## src/rtl/vga_text_renderer.sv

```systemverilog
// Text-mode pixel stage: 80x30 character cells, 8x16 glyphs and a 16-colour palette.
// The pipeline takes three cycles from X/Y to RGB and syncs. Define TEXT_CURSOR_EN to add a blinking underline cursor.
module vga_text_renderer #(
    parameter int COLS         = 80,
    parameter int ROWS         = 30,
    parameter int BLINK_FRAMES = 30
) (
    input  logic        Clk,
    input  logic        Reset,
    input  logic [9:0]  X,
    input  logic [9:0]  Y,
    input  logic        hs_in,
    input  logic        vs_in,
    input  logic        blank_n_in,
    output logic [11:0] vram_addr,
    input  logic [15:0] vram_data,
    output logic [11:0] font_addr,
    input  logic [7:0]  font_data,
    input  logic [6:0]  cursor_col,
    input  logic [4:0]  cursor_row,
    input  logic        cursor_on,
    output logic        VGA_HS,
    output logic        VGA_VS,
    output logic        VGA_BLANK_N,
    output logic [7:0]  VGA_R,
    output logic [7:0]  VGA_G,
    output logic [7:0]  VGA_B
);

    function automatic logic [23:0] palette(input logic [3:0] idx);
        case (idx)
            4'd0:    palette = 24'h000000;
            4'd1:    palette = 24'h0000AA;
            4'd2:    palette = 24'h00AA00;
            4'd3:    palette = 24'h00AAAA;
            4'd4:    palette = 24'hAA0000;
            4'd5:    palette = 24'hAA00AA;
            4'd6:    palette = 24'hAA5500;
            4'd7:    palette = 24'hAAAAAA;
            4'd8:    palette = 24'h555555;
            4'd9:    palette = 24'h5555FF;
            4'd10:   palette = 24'h55FF55;
            4'd11:   palette = 24'h55FFFF;
            4'd12:   palette = 24'hFF5555;
            4'd13:   palette = 24'hFF55FF;
            4'd14:   palette = 24'hFFFF55;
            4'd15:   palette = 24'hFFFFFF;
            default: palette = 24'h000000;
        endcase
    endfunction

    logic [4:0]  row_s;
    logic [6:0]  col_s;
    logic [11:0] addr_calc_s;
    logic        cur_hit_s;
    logic        pix_bit_s;
    logic [3:0]  colour_idx_s;
    logic [23:0] rgb_s;

    logic [3:0]  y_lo_d1_r;
    logic [2:0]  x_lo_d1_r;
    logic [2:0]  x_lo_d2_r;
    logic [7:0]  colour_d2_r;
    logic        hs_d1_r, hs_d2_r;
    logic        vs_d1_r, vs_d2_r;
    logic        bn_d1_r, bn_d2_r;
    logic        cur_d1_r, cur_d2_r;

    assign row_s = Y[8:4];
    assign col_s = X[9:3];

    // Character cell address; outside the 80x30 grid the address is parked at 0.
    always_comb begin
        addr_calc_s = 12'(row_s) * 12'(COLS) + 12'(col_s);
        if ((row_s < 5'(ROWS)) && (col_s < 7'(COLS))) begin
            vram_addr = addr_calc_s;
        end else begin
            vram_addr = 12'd0;
        end
    end

    assign font_addr = {vram_data[7:0], y_lo_d1_r};

`ifdef TEXT_CURSOR_EN
    localparam int CNT_W = (BLINK_FRAMES > 1) ? $clog2(BLINK_FRAMES) : 1;

    logic [CNT_W-1:0] frame_cnt_r;
    logic             blink_visible_r;

    // Frame counter and blink phase, stepped when the origin pixel enters the pipe.
    always_ff @(posedge Clk or posedge Reset) begin
        if (Reset) begin
            frame_cnt_r     <= {CNT_W{1'b0}};
            blink_visible_r <= 1'b1;
        end else if ((X == 10'd0) && (Y == 10'd0)) begin
            if (frame_cnt_r == CNT_W'(BLINK_FRAMES - 1)) begin
                frame_cnt_r     <= {CNT_W{1'b0}};
                blink_visible_r <= ~blink_visible_r;
            end else begin
                frame_cnt_r <= frame_cnt_r + CNT_W'(1);
            end
        end
    end

    // Underline occupies glyph rows 14 and 15 of the cursor cell.
    assign cur_hit_s = cursor_on && blink_visible_r && (cursor_col == col_s) &&
                       (cursor_row == row_s) && (Y[3:1] == 3'b111);
`else
    logic unused_s;
    assign unused_s  = ^{Y[9], cursor_col, cursor_row, cursor_on};
    assign cur_hit_s = 1'b0;
`endif

    // Glyph bit selection and palette lookup for the pixel now at stage 2.
    always_comb begin
        pix_bit_s = font_data[3'd7 - x_lo_d2_r];
        if (pix_bit_s || cur_d2_r) begin
            colour_idx_s = colour_d2_r[3:0];
        end else begin
            colour_idx_s = colour_d2_r[7:4];
        end
        rgb_s = palette(colour_idx_s);
    end

    // Delay line; syncs rest at their inactive high level during reset.
    always_ff @(posedge Clk or posedge Reset) begin
        if (Reset) begin
            y_lo_d1_r   <= 4'd0;
            x_lo_d1_r   <= 3'd0;
            x_lo_d2_r   <= 3'd0;
            colour_d2_r <= 8'd0;
            hs_d1_r     <= 1'b1;
            hs_d2_r     <= 1'b1;
            vs_d1_r     <= 1'b1;
            vs_d2_r     <= 1'b1;
            bn_d1_r     <= 1'b0;
            bn_d2_r     <= 1'b0;
            cur_d1_r    <= 1'b0;
            cur_d2_r    <= 1'b0;
            VGA_HS      <= 1'b1;
            VGA_VS      <= 1'b1;
            VGA_BLANK_N <= 1'b0;
            VGA_R       <= 8'd0;
            VGA_G       <= 8'd0;
            VGA_B       <= 8'd0;
        end else begin
            y_lo_d1_r   <= Y[3:0];
            x_lo_d1_r   <= X[2:0];
            x_lo_d2_r   <= x_lo_d1_r;
            colour_d2_r <= vram_data[15:8];
            hs_d1_r     <= hs_in;
            hs_d2_r     <= hs_d1_r;
            vs_d1_r     <= vs_in;
            vs_d2_r     <= vs_d1_r;
            bn_d1_r     <= blank_n_in;
            bn_d2_r     <= bn_d1_r;
            cur_d1_r    <= cur_hit_s;
            cur_d2_r    <= cur_d1_r;
            VGA_HS      <= hs_d2_r;
            VGA_VS      <= vs_d2_r;
            VGA_BLANK_N <= bn_d2_r;
            if (bn_d2_r) begin
                VGA_R <= rgb_s[23:16];
                VGA_G <= rgb_s[15:8];
                VGA_B <= rgb_s[7:0];
            end else begin
                VGA_R <= 8'd0;
                VGA_G <= 8'd0;
                VGA_B <= 8'd0;
            end
        end
    end

endmodule

```

## config.mk

```make
export PLATFORM = sky130hd
export DESIGN_NAME = vga_text_renderer
export DESIGN_NICKNAME = d
export VERILOG_FILES = /design/src/rtl/vga_text_renderer.sv
export SDC_FILE = /design/constraint.sdc
export NUM_CORES = 1
export LEC_CHECK = 0
export BUFFER_PORTS_ARGS = -buffer_cell sky130_fd_sc_hd__clkbuf_2
export CAP_MARGIN = 10
export CORE_MARGIN = 2
export CORE_UTILIZATION = 44
export CTS_CLUSTER_DIAMETER = 150
export DETAILED_ROUTE_END_ITERATION = 10
export MAX_ROUTING_LAYER = met4
export PLACE_DENSITY_LB_ADDON = 0.08
export SLEW_MARGIN = 10
export SYNTH_ARGS = -nofsm -noshare
export SYNTH_HDL_FRONTEND = slang
export SYNTH_SLANG_ARGS = --single-unit
```

## constraint.sdc

```tcl
create_clock -name Clk -period 3.32 [get_ports Clk]
set_input_delay 0.166 -clock Clk [delete_from_list [all_inputs] [get_ports Clk]]
set_output_delay 0.166 -clock Clk [all_outputs]
set_load 0.02 [all_outputs]
```

# --- Word level (Yosys, flattened, before mapping) ---
# Memories as Yosys holds them, arrays and structs flattened.
# Index checks and enable logic that the tools add are counted.
totals:
  latch_bits: 0
  output_inout_bits: 51
  n_memories: 1
  regBits: 51
  rom_bits: 384
  mem_bits_rw: 0
op_classes:
  bitwise_logic: 0
  n_addsub: 2
  n_eq_ne: 0
  n_reduce_logical: 1
  div: 0
  n_lt_le_gt_ge: 3
  n_shift: 0
  n_mul: 1
  mux: 7
memory_table:
  columns: ["memory", "words", "width", "read_ports", "rd_ports_with_merged_regs", "wr", "line_no", "source"]
  rows:
  - ["(name not given)", 16, 24, 1, 0, 0, "31", "case (idx)"]
ops:
  columns: ["op", "count"]
  rows:
  - ["$mux 8", 3]
  - ["$add 12x7->12", 1]
  - ["$mux 12", 1]
  - ["$mul 5x3->8 const B", 1]
  - ["$lt 7x7->1 const B", 1]
  - ["$lt 5x5->1 const B", 1]
  - ["$lt 3x4->1 const B", 1]
  - ["$mux 4", 1]
  - ["$bmux 1 s3", 1]
  - ["$sub 3x3->3 const A", 1]
  - ["$logic_and 1x1->1", 1]
  - ["$mux 1", 1]

# --- Depth between registers and ports, before layout ---
# Gate-level depths: netlist of the first run.
# An unclocked memory read counts as a cell.
depth:
  word_depth: 6
  ltp_mapped: 8

# --- Worst setup path before layout of the first run ---
# Ideal clock, no wire load.
synth_timing:
  kind: "input-to-output"
  start: "input Y[5]"
  end: "output vram_addr[10]"
  arrival_ns: 2.075
  path_stages: 8
  t_required_ns: 3.154
  path_slack_ns: 1.079
  n_path_buf: 0
  cell_sequence: "ha_1 -> ha_1 -> inv_1 -> fa_1 -> xnor2_1 -> o2111ai_1 -> or2_2 -> mux2i_1"
synth_via:
  elab_chain_len: 3
  word_cells_on_any_way: 5
  cone_classes: "add/sub (1); mul (1); order compare (1); mux (1); reduce/logical (1)"
synth_rtl:
  columns: ["item", "line_no", "source"]
  rows:
  - ["start, declared", "11", "input logic [9:0] Y,"]
  - ["$mul 5x3->8 / $lt 5x5->1 (equally long branches)", "74, 75", null]
  - ["$add 12x7->12 / $logic_and 1x1->1 (equally long branches)", "74, 75", null]
  - ["$mux 12 (*)", "75", "if ((row_s < 5'(ROWS)) && (col_s < 7'(COLS))) begin"]
  - ["end, declared", "15", "output logic [11:0] vram_addr,"]
# Every way passes the cells marked *; elsewhere a longest branch is shown, timed or not.

# --- Worst setup path after layout of the first run ---
layout_timing:
  start: "input Y[5]"
  end: "output vram_addr[11]"
# Same word-level chain as after synthesis.

==> results of run 1 <==
## stage by stage
stage / utilization (%) / hold WS [ns] / area [um2] / instances / total power [uW]
after floorplan: - / 0.170 / 1600 / 138 / 641
after global placement: 54.5 / 0.256 / 1860 / 238 / 682
after detailed placement: 54.5 / 0.255 / 1860 / 238 / 688
after CTS: 61.5 / 0.112 / 2100 / 264 / 931
after global routing: 62.3 / 0.332 / 2130 / 266 / 975
final: 62.3 / 0.332 / 2130 / 266 / 924
## Yosys cell counts, types with 2 or more instances
library cell	n
buf_4	27
dfrtp_1	26
inv_1	10
ha_1	9
dfstp_2	6
nand2_1	6
and3_1	5
nor2_1	5
o21ai_1	5
nand3_1	4
nor2b_1	3
xnor2_1	3
a21o_1	2
a21oi_1	2
fa_1	2
mux4_2	2
nand4_1	2
o21ai_0	2
xor2_1	2
## worst max-delay path, cell delays in order
cell and delay, ns:
clkbuf_2 0.12, ha_1 0.31, ha_1 0.21, inv_1 0.07, fa_1 0.46, nor4b_1 0.48, nand3_1 0.13, o22ai_1 0.14
clkbuf_2 0.19
## routing by layer
metal	part of all wire, %	GRT usage (%)	wire length, um	vias up
met4	6.3	13.3	211	0
li1	-	-	-	604
met5	0	-	0	-
met1	37	19.7	1240	573
met2	48	29.4	1590	62
met3	9.0	5.11	300	23
## area by class of cell
class	count	area (um2)	area share, %
Sequential cell	32	808	38.0
Clock buffer	5	37.5	1.76
Tap cell	46	57.6	2.71
Inverter	10	37.5	1.76
Timing Repair Buffer	102	616	28.9
Multi-Input combinational cell	68	547	25.7
Clock inverter	3	23.8	1.12
## cells by family (layout without fill, tap and decap cells)
group | after synthesis | in the layout | share of synthesized area (%)
buffers and inverters | 38 | 120 | 15.3
flip-flops | 32 | 32 | 50.5
AND/OR/NAND/NOR | 31 | 31 | 10.3
AO/OA/AOI/OAI | 17 | 17 | 6.72
adder cells (fa/ha/maj) | 11 | 11 | 9.54
XOR/XNOR | 5 | 5 | 2.74
multiplexers | 4 | 4 | 4.85
## path summary, 6_finish.rpt
check / slack [ns] / endpoint / start / cells past startpoint
min reg2reg: 0.36 / x_lo_d2_r[1] / x_lo_d1_r[1] / 0
min: 0.33 / font_addr[4] / vram_data[0] / 0
max reg2reg: 1.74 / VGA_G[6] / x_lo_d2_r[0] / 4
max in group asynchronous: 2.47 / colour_d2_r[7] / Reset / 4
max: 0.85 / vram_addr[11] / Y[5] / 9
min in group asynchronous: 0.38 / y_lo_d1_r[3] / Reset / 3
## registers in the layout, summed over array words and instances (netlist names), 2 cells and up
| name | cells |
|---|---|
| VGA_G | 2 |
| x_lo_d1_r | 3 |
| x_lo_d2_r | 3 |
| colour_d2_r | 8 |
| y_lo_d1_r | 4 |
| VGA_B | 2 |
## power by group through the flow
stage / combinational (uW) / clock [uW] / sequential, uW
2_1_floorplan: 193 / 0 / 448
3_3_place_gp: 246 / 0 / 437
3_5_place_dp: 249 / 0 / 439
4_1_cts: 266 / 234 / 431
5_1_grt: 291 / 249 / 435
6_report: 267 / 226 / 431
## what timing repair did
action,4_1_cts,5_1_grt
hold endpoints to repair,18,13
setup endpoints to repair,0,0
hold buffers,18,1
gates resized for setup,0,0
setup buffers,0,0
==> results by group, run 1 <==
Routing
  • Total wire length: 3340 um
  • Initial DRC Count: 24
  • Routed length per placed instance: 12.6 um
  • Pre-Repair DR Iteration Count: 4
  • Via count: 1262
  • Drt drc: 0
  • Post-route ant nets: 0
  • Post-DR vias/cell: 4.74

Clocking
  • # clock sinks: 32
  • H-tree Lvls: 2
  • Clock insertion delay at the later pin of the skew report: 0.34 ns
  • CTS tree: yes
  • Clock root buffer: clkbuf_4
  • Clock buffer depth: 2
  • Number of CTS-inserted buffers: 5

Global routing
  • Antenna violations before repair: 0
  • Vias in the first global route: 1225
  • Pin count of the biggest net entering global routing: 33
  • First-pass GRT wire length: 5570 um
  • Gr usage total: 18.4%
  • Grt total ovfl: 0

STA
  • Fin. Hold Viols: 0
  • Tcrit/Tclk final: 74.3%
  • Post-route setup TNS: 0 ns
  • Setup WS post-layout: 0.853 ns
  • Least-Margin Pin Slew: 0.689 ns
  • Slew Limit Headroom: 53.8%
  • Max Clk Rate: 405 MHz
  • RSZ-0062 raised after global routing: no
  • Final Max Tran Viols: 0
  • Skew final: 0.00976 ns
  • Tmin final: 2.47 ns
  • Final setup violation count: 0

Min path
  • Worst min path class: in2out

Setup path
  • WS Path Type: in2out
  • WP data required: 3.15 ns
  • Worst setup EP type: output pin
  • Crit Path Max Fanout: 4
  • Crit path DAT: 2.30 ns
  • Crit path launch type: input pin

Final layout
  • Layout cell share with drive strength beyond 1: 45.9%
  • Count of inserted antenna diode cells: 0
  • Syn-to-layout area delta: 32.9%
  • Fillers: 294
  • Final nets: 292
  • Commonest non-fill, non-tap cell in the layout: clkbuf_2
  • Most frequent cells in the layout: clkbuf_2, dfrtp_1, dlygate4sd3_1

Pwr
  • Combinational power share: 28.9%
  • P_sw: 313 uW
  • Seq pwr share: 46.6%
  • Pwr/cell area: 434 nW/um2
  • Sw frac: 33.9%
  • Internal Power: 610 uW
  • LEAKAGE: 0.00111 uW
  • Power share of the clock group: 24.4%
  • Peak supply drop: 0.350 mV

Synthesis
  • Post-synth top flop: dfrtp_1
  • Post-synth ARST share: 100%
  • Post-synth EDFFs: 0
  • Mean post-synth cell area: 11.6 um2
  • Synthesized area: 1600 um2
  • Synth area leaders: dfrtp_1, buf_4, dfstp_2
  • Yosys cell types: 34
  • Synth area leader: dfrtp_1
  • Flop and latch count out of synthesis: 32
  • Yosys warnings: 0
  • Post-Synthesis Cells: 138
  • Sequential share of the synthesized area: 50.5%
  • Share of the synthesized area in the top cell type: 40.7%
  • Syn nets: 211

Run status
  • Run status: complete, no violations

Floorplan
  • Io pins: 113
  • Starting Density: 46.8%
  • Row count: 21
  • Full die area: 4140 um2
  • Chip height: 64.3 um
  • CORE AREA: 3420 um2
  • Die width: 64.3 um

Place
  • Gpl congestion: 0.859
  • DP Wirelength: 2460 um
  • Post-Place Setup Slack: 0.850 ns
  • IO buf count: 82

Job
  • Maxcap violations: 0
Power figures use the tool's default switching activity.
==> run 2, diff against run 1 <==
- CORE_UTILIZATION: 44 -> 37
- clock period: 3.32 -> 2 ns (I/O delays scaled with it)
==> results by group, run 2 (synthesis gave the netlist of run 1 again) <==
Run status
  • Run status: complete, no violations

Clocking
  • Clock insertion delay at the later pin of the skew report: 0.28 ns
  • Clock buffer depth: 2
  • Number of CTS-inserted buffers: 5
  • # clock sinks: 32
  • CTS tree: yes
  • H-tree Lvls: 2
  • Clock root buffer: clkbuf_8

Final layout
  • Largest regs: colour_d2_r (8), y_lo_d1_r (4)
  • Most frequent cells in the layout: clkbuf_2, dfrtp_1, dlygate4sd3_1, buf_4, inv_1
  • Layout cell share with drive strength beyond 1: 55.1%
  • Final Cell Area: 2430 um2
  • Syn-to-layout area delta: 51.8%
  • Largest register FFs: 8
  • Fillers: 334
  • Final nets: 308
  • Commonest non-fill, non-tap cell in the layout: clkbuf_2
  • Count of inserted antenna diode cells: 0
  • Largest Register: colour_d2_r
  • Register area: 808 um2
  • Multi-input gate area: 643 um2

Setup path
  • WP data required: 1.90 ns
  • Crit path launch type: input pin
  • Worst setup EP type: output pin
  • Reg2reg end: VGA_G[6]
  • WS Path Type: in2out
  • Worst r2r src: x_lo_d2_r[0]
  • Crit Path Max Fanout: 2
  • Reg2Reg Depth: 4
  • R2R Setup Slk: 0.38 ns
  • Crit path DAT: 1.89 ns

Pwr
  • P_sw: 569 uW
  • Combinational power share: 29.4%
  • Sw frac: 30.0%
  • LEAKAGE: 0.00124 uW
  • Peak supply drop: 0.492 mV
  • Power share of the clock group: 32.9%
  • Total Power: 1900 uW
  • Internal Power: 1330 uW
  • Seq pwr share: 37.8%
  • Pwr/cell area: 781 nW/um2

Global routing
  • Vias in the first global route: 1334
  • First-pass GRT wire length: 5850 um
  • Grt total ovfl: 0
  • Antenna violations before repair: 0
  • Pin count of the biggest net entering global routing: 18
  • Gr usage total: 15.8%

Place
  • Gpl congestion: 0.838
  • Placed Area: 1980 um2
  • IO buf count: 82
  • DP Wirelength: 2680 um

Routing
  • Pre-Repair DR Iteration Count: 4
  • Initial DRC Count: 28
  • M1 WL: 1340 um
  • Post-route ant nets: 0
  • Total wire length: 3630 um
  • Post-DR vias/cell: 4.63
  • WL met3: 270 um
  • Drt drc: 0
  • Routed wl met2: 1920 um
  • Routed length per placed instance: 12.7 um
  • Via count: 1323
  • DR top layer: met4

STA
  • Final setup violation count: 0
  • Least-Margin Pin Slew: 0.573 ns
  • Post-route setup TNS: 0 ns
  • Slew Limit Headroom: 61.8%
  • Max Clk Rate: 502 MHz
  • RSZ-0062 raised after global routing: yes
  • Tcrit/Tclk final: 99.5%
  • Tmin final: 1.99 ns
  • Final Max Tran Viols: 0
  • Skew final: 0.00498 ns
  • Fin. Hold Viols: 0

Min path
  • Worst Hold Endpoint: font_addr[4]
  • Worst hold stages: 0
  • Worst min path class: in2out
  • Hold path startpoint: vram_data[0]

Floorplan
  • Row count: 23
  • Io pins: 113
  • Die width: 69.8 um
  • Chip height: 69.8 um
  • Full die area: 4870 um2
  • Starting Density: 39.2%
  • CORE AREA: 4090 um2

Job
  • Maxcap violations: 0
[run 2: cell types whose count changed in the layout (fill, tap and decap cells not counted), moves of 2 or more]
cell      before  now
buf_4          0   19
clkbuf_8       0    6
clkbuf_2      82   77
clkbuf_4       5    0
ha_1           9    5
ha_4           0    3
inv_2          0    2
[run 2: stage by stage]
step                hold WS (ns)  instances  setup slack (ns)  util (%)
finish                     0.200        286           0.00901      59.4
global route               0.200        286           -0.0485      59.4
CTS                        0.200        284           -0.0416      58.7
detailed placement         0.164        254            -0.310      48.5
global placement           0.152        254            -0.242      48.5
floorplan                  0.104        138            0.0317         -
[run 2: area by class of cell]
class	instances	area share, %
clock buffers	5	2.83
well taps	50	2.58
clock inverters	3	1.91
multi-input cells	68	26.5
flip-flops and latches	32	33.3
inverters	10	1.55
repair buffers	118	31.4
[run 2: worst max-delay path by stage]
stage,startpoint,cells past startpoint,endpoint
2_1_floorplan,Y[5],8,vram_addr[10]
3_3_place_gp,Y[5],10,vram_addr[10]
3_5_place_dp,Y[5],10,vram_addr[10]
4_1_cts,Y[5],10,vram_addr[10]
5_1_grt,Y[7],10,vram_addr[10]
6_report,Y[7],10,vram_addr[10]
[run 2: worst max-delay path, stage by stage]
cell,delay [ns]
buf_8,0.10
ha_4,0.26
ha_4,0.13
inv_2,0.04
fa_2,0.36
xnor2_2,0.19
o2111ai_2,0.16
or2_4,0.26
mux2i_4,0.13
clkbuf_8,0.16
[run 2: repair_timing]
action | 4_1_cts | 5_1_grt
resized for setup | 15 | 10
hold endpoints to repair | 27 | 0
buffers inserted | 3 | 2
pin swaps | 7 | 9
setup endpoints to repair | 3 | 3
hold buffers | 19 | 0
[run 2: routing by layer]
metal	vias to the layer above	track usage (%)
met5	-	-
met4	0	7.48
met3	12	5.23
met2	54	27.4
met1	621	16.0
li1	636	-
[run 2: power groups by stage]
stage / Sequential (uW) / Combinational, uW / Clock, uW
global route: 722 / 596 / 673
CTS: 716 / 543 / 643
global placement: 726 / 458 / 0
finish: 716 / 557 / 623
floorplan: 744 / 333 / 0
detailed placement: 728 / 464 / 0
==> run 3, diff against run 2 <==
- CELL_PAD_IN_SITES_DETAIL_PLACEMENT: unset -> 0
- CELL_PAD_IN_SITES_GLOBAL_PLACEMENT: unset -> 1
- CORE_UTILIZATION: 37 -> 26
==> results by group, run 3 (synthesis gave the netlist of run 1 again) <==
Run status
  • Run status: complete, no violations

Place
  • DP Wirelength: 2840 um
  • Placed Area: 2020 um2
  • Post-Place Setup Slack: -0.303 ns
  • IO buf count: 82
  • Gpl congestion: 0.766

Floorplan
  • Full die area: 6800 um2
  • Row count: 28
  • Chip height: 82.5 um
  • Starting Density: 27.0%
  • Io pins: 113
  • CORE AREA: 5920 um2
  • Die width: 82.5 um

STA
  • RSZ-0062 raised after global routing: yes
  • Skew final: 0.00685 ns
  • Slew Limit Headroom: 57.7%
  • Tmin final: 1.98 ns
  • Setup WS post-layout: 0.0157 ns
  • Final Max Tran Viols: 0
  • Tcrit/Tclk final: 99.2%
  • Fin. Hold Viols: 0
  • Least-Margin Pin Slew: 0.634 ns
  • Final setup violation count: 0
  • Max Clk Rate: 504 MHz

Final layout
  • Largest register FFs: 8
  • Final Cell Area: 2450 um2
  • Final nets: 306
  • Layout cell share with drive strength beyond 1: 54.3%
  • Syn-to-layout area delta: 53.0%
  • Most frequent cells in the layout: clkbuf_2, dfrtp_1, dlygate4sd3_1
  • Commonest non-fill, non-tap cell in the layout: clkbuf_2
  • Largest regs: colour_d2_r (8), y_lo_d1_r (4)
  • Count of inserted antenna diode cells: 0
  • Largest Register: colour_d2_r

Setup path
  • Crit path DAT: 1.88 ns
  • Crit Path Max Fanout: 3
  • WS Path Type: in2out
  • WP data required: 1.90 ns
  • Crit path launch type: input pin
  • Worst setup EP type: output pin
  • R2R Setup Slk: 0.35 ns

Routing
  • Post-DR vias/cell: 4.15
  • Pre-Repair DR Iteration Count: 4
  • Via count: 1282
  • Post-route ant nets: 0
  • Routed length per placed instance: 11.9 um
  • Drt drc: 0
  • Total wire length: 3670 um
  • Initial DRC Count: 28

Pwr
  • Pwr/cell area: 722 nW/um2
  • Peak supply drop: 0.441 mV
  • LEAKAGE: 0.00123 uW

Global routing
  • Pin count of the biggest net entering global routing: 19
  • Vias in the first global route: 1330
  • Grt total ovfl: 0
  • Antenna violations before repair: 0
  • Gr usage total: 12.3%
  • First-pass GRT wire length: 6090 um

Clocking
  • Clock insertion delay at the later pin of the skew report: 0.28 ns
  • # clock sinks: 32
  • CTS tree: yes
  • Clock buffer depth: 2
  • Clock root buffer: clkbuf_8
  • Number of CTS-inserted buffers: 5
  • H-tree Lvls: 2

Min path
  • Worst min path class: in2out

Job
  • Maxcap violations: 0
run 3: metrics by stage:
step / setup TNS, ns / power [uW] / hold WS, ns / utilization [%] / instances
final: 0 / 1770 / 0.200 / 41.4 / 309
after floorplan: 0 / 1080 / 0.104 / - / 138
after CTS: -0.105 / 1770 / 0.200 / 40.5 / 308
after global routing: -0.0706 / 1880 / 0.200 / 41.4 / 309
after global placement: -0.446 / 1190 / 0.182 / 34.1 / 280
after detailed placement: -0.597 / 1200 / 0.189 / 34.1 / 280
run 3: cell type report:
class                   count  area, um2
clock buffers               8       90.1
multi-input cells          68        667
inverters                  10       37.5
well taps                  75       93.8
repair buffers            116        752
fillers                   584       3470
flip-flops and latches     32        808
run 3: critical path: stages:
cell and delay [ns]:
buf_8 0.10, ha_4 0.27, ha_4 0.13, inv_2 0.03
fa_2 0.38, xnor2_4 0.18, o2111ai_2 0.15, or2_4 0.26
mux2i_4 0.15, buf_8 0.13
run 3: final timing paths:
check / from / endpoint / cells past startpoint
worst min-delay path: vram_data[1] / font_addr[5] / 0
worst max register to register: x_lo_d2_r[0] / VGA_G[6] / 4
min in group asynchronous: Reset / colour_d2_r[5] / 3
worst max-delay path: Y[7] / vram_addr[10] / 10
max in group asynchronous: Reset / y_lo_d1_r[3] / 4
worst min register to register: x_lo_d1_r[1] / x_lo_d2_r[1] / 0
run 3: what timing repair did:
item                                    in CTS  in global routing
hold endpoints to repair                    29                  0
endpoints found under the setup margin       3                  4
pin swaps                                    7                  7
hold buffers                                19                  0
buffers inserted                             1                  1
gates resized for setup                     17                  9
run 3: where the power goes:
group          internal, uW  total, uW  switching, uW
Sequential              690        717           26.3
Combinational           261        556            294
Clock                   280        496            216
run 3: routing by layer:
| metal | vias up | GRT usage [%] | share of wire, % |
|---|---|---|---|
| met2 | 57 | 21.0 | 52 |
| met1 | 590 | 13.9 | 40 |
| li1 | 627 | - | - |
| met4 | 0 | 4.50 | 1.3 |
| met3 | 8 | 3.26 | 6.6 |
| met5 | - | - | 0 |
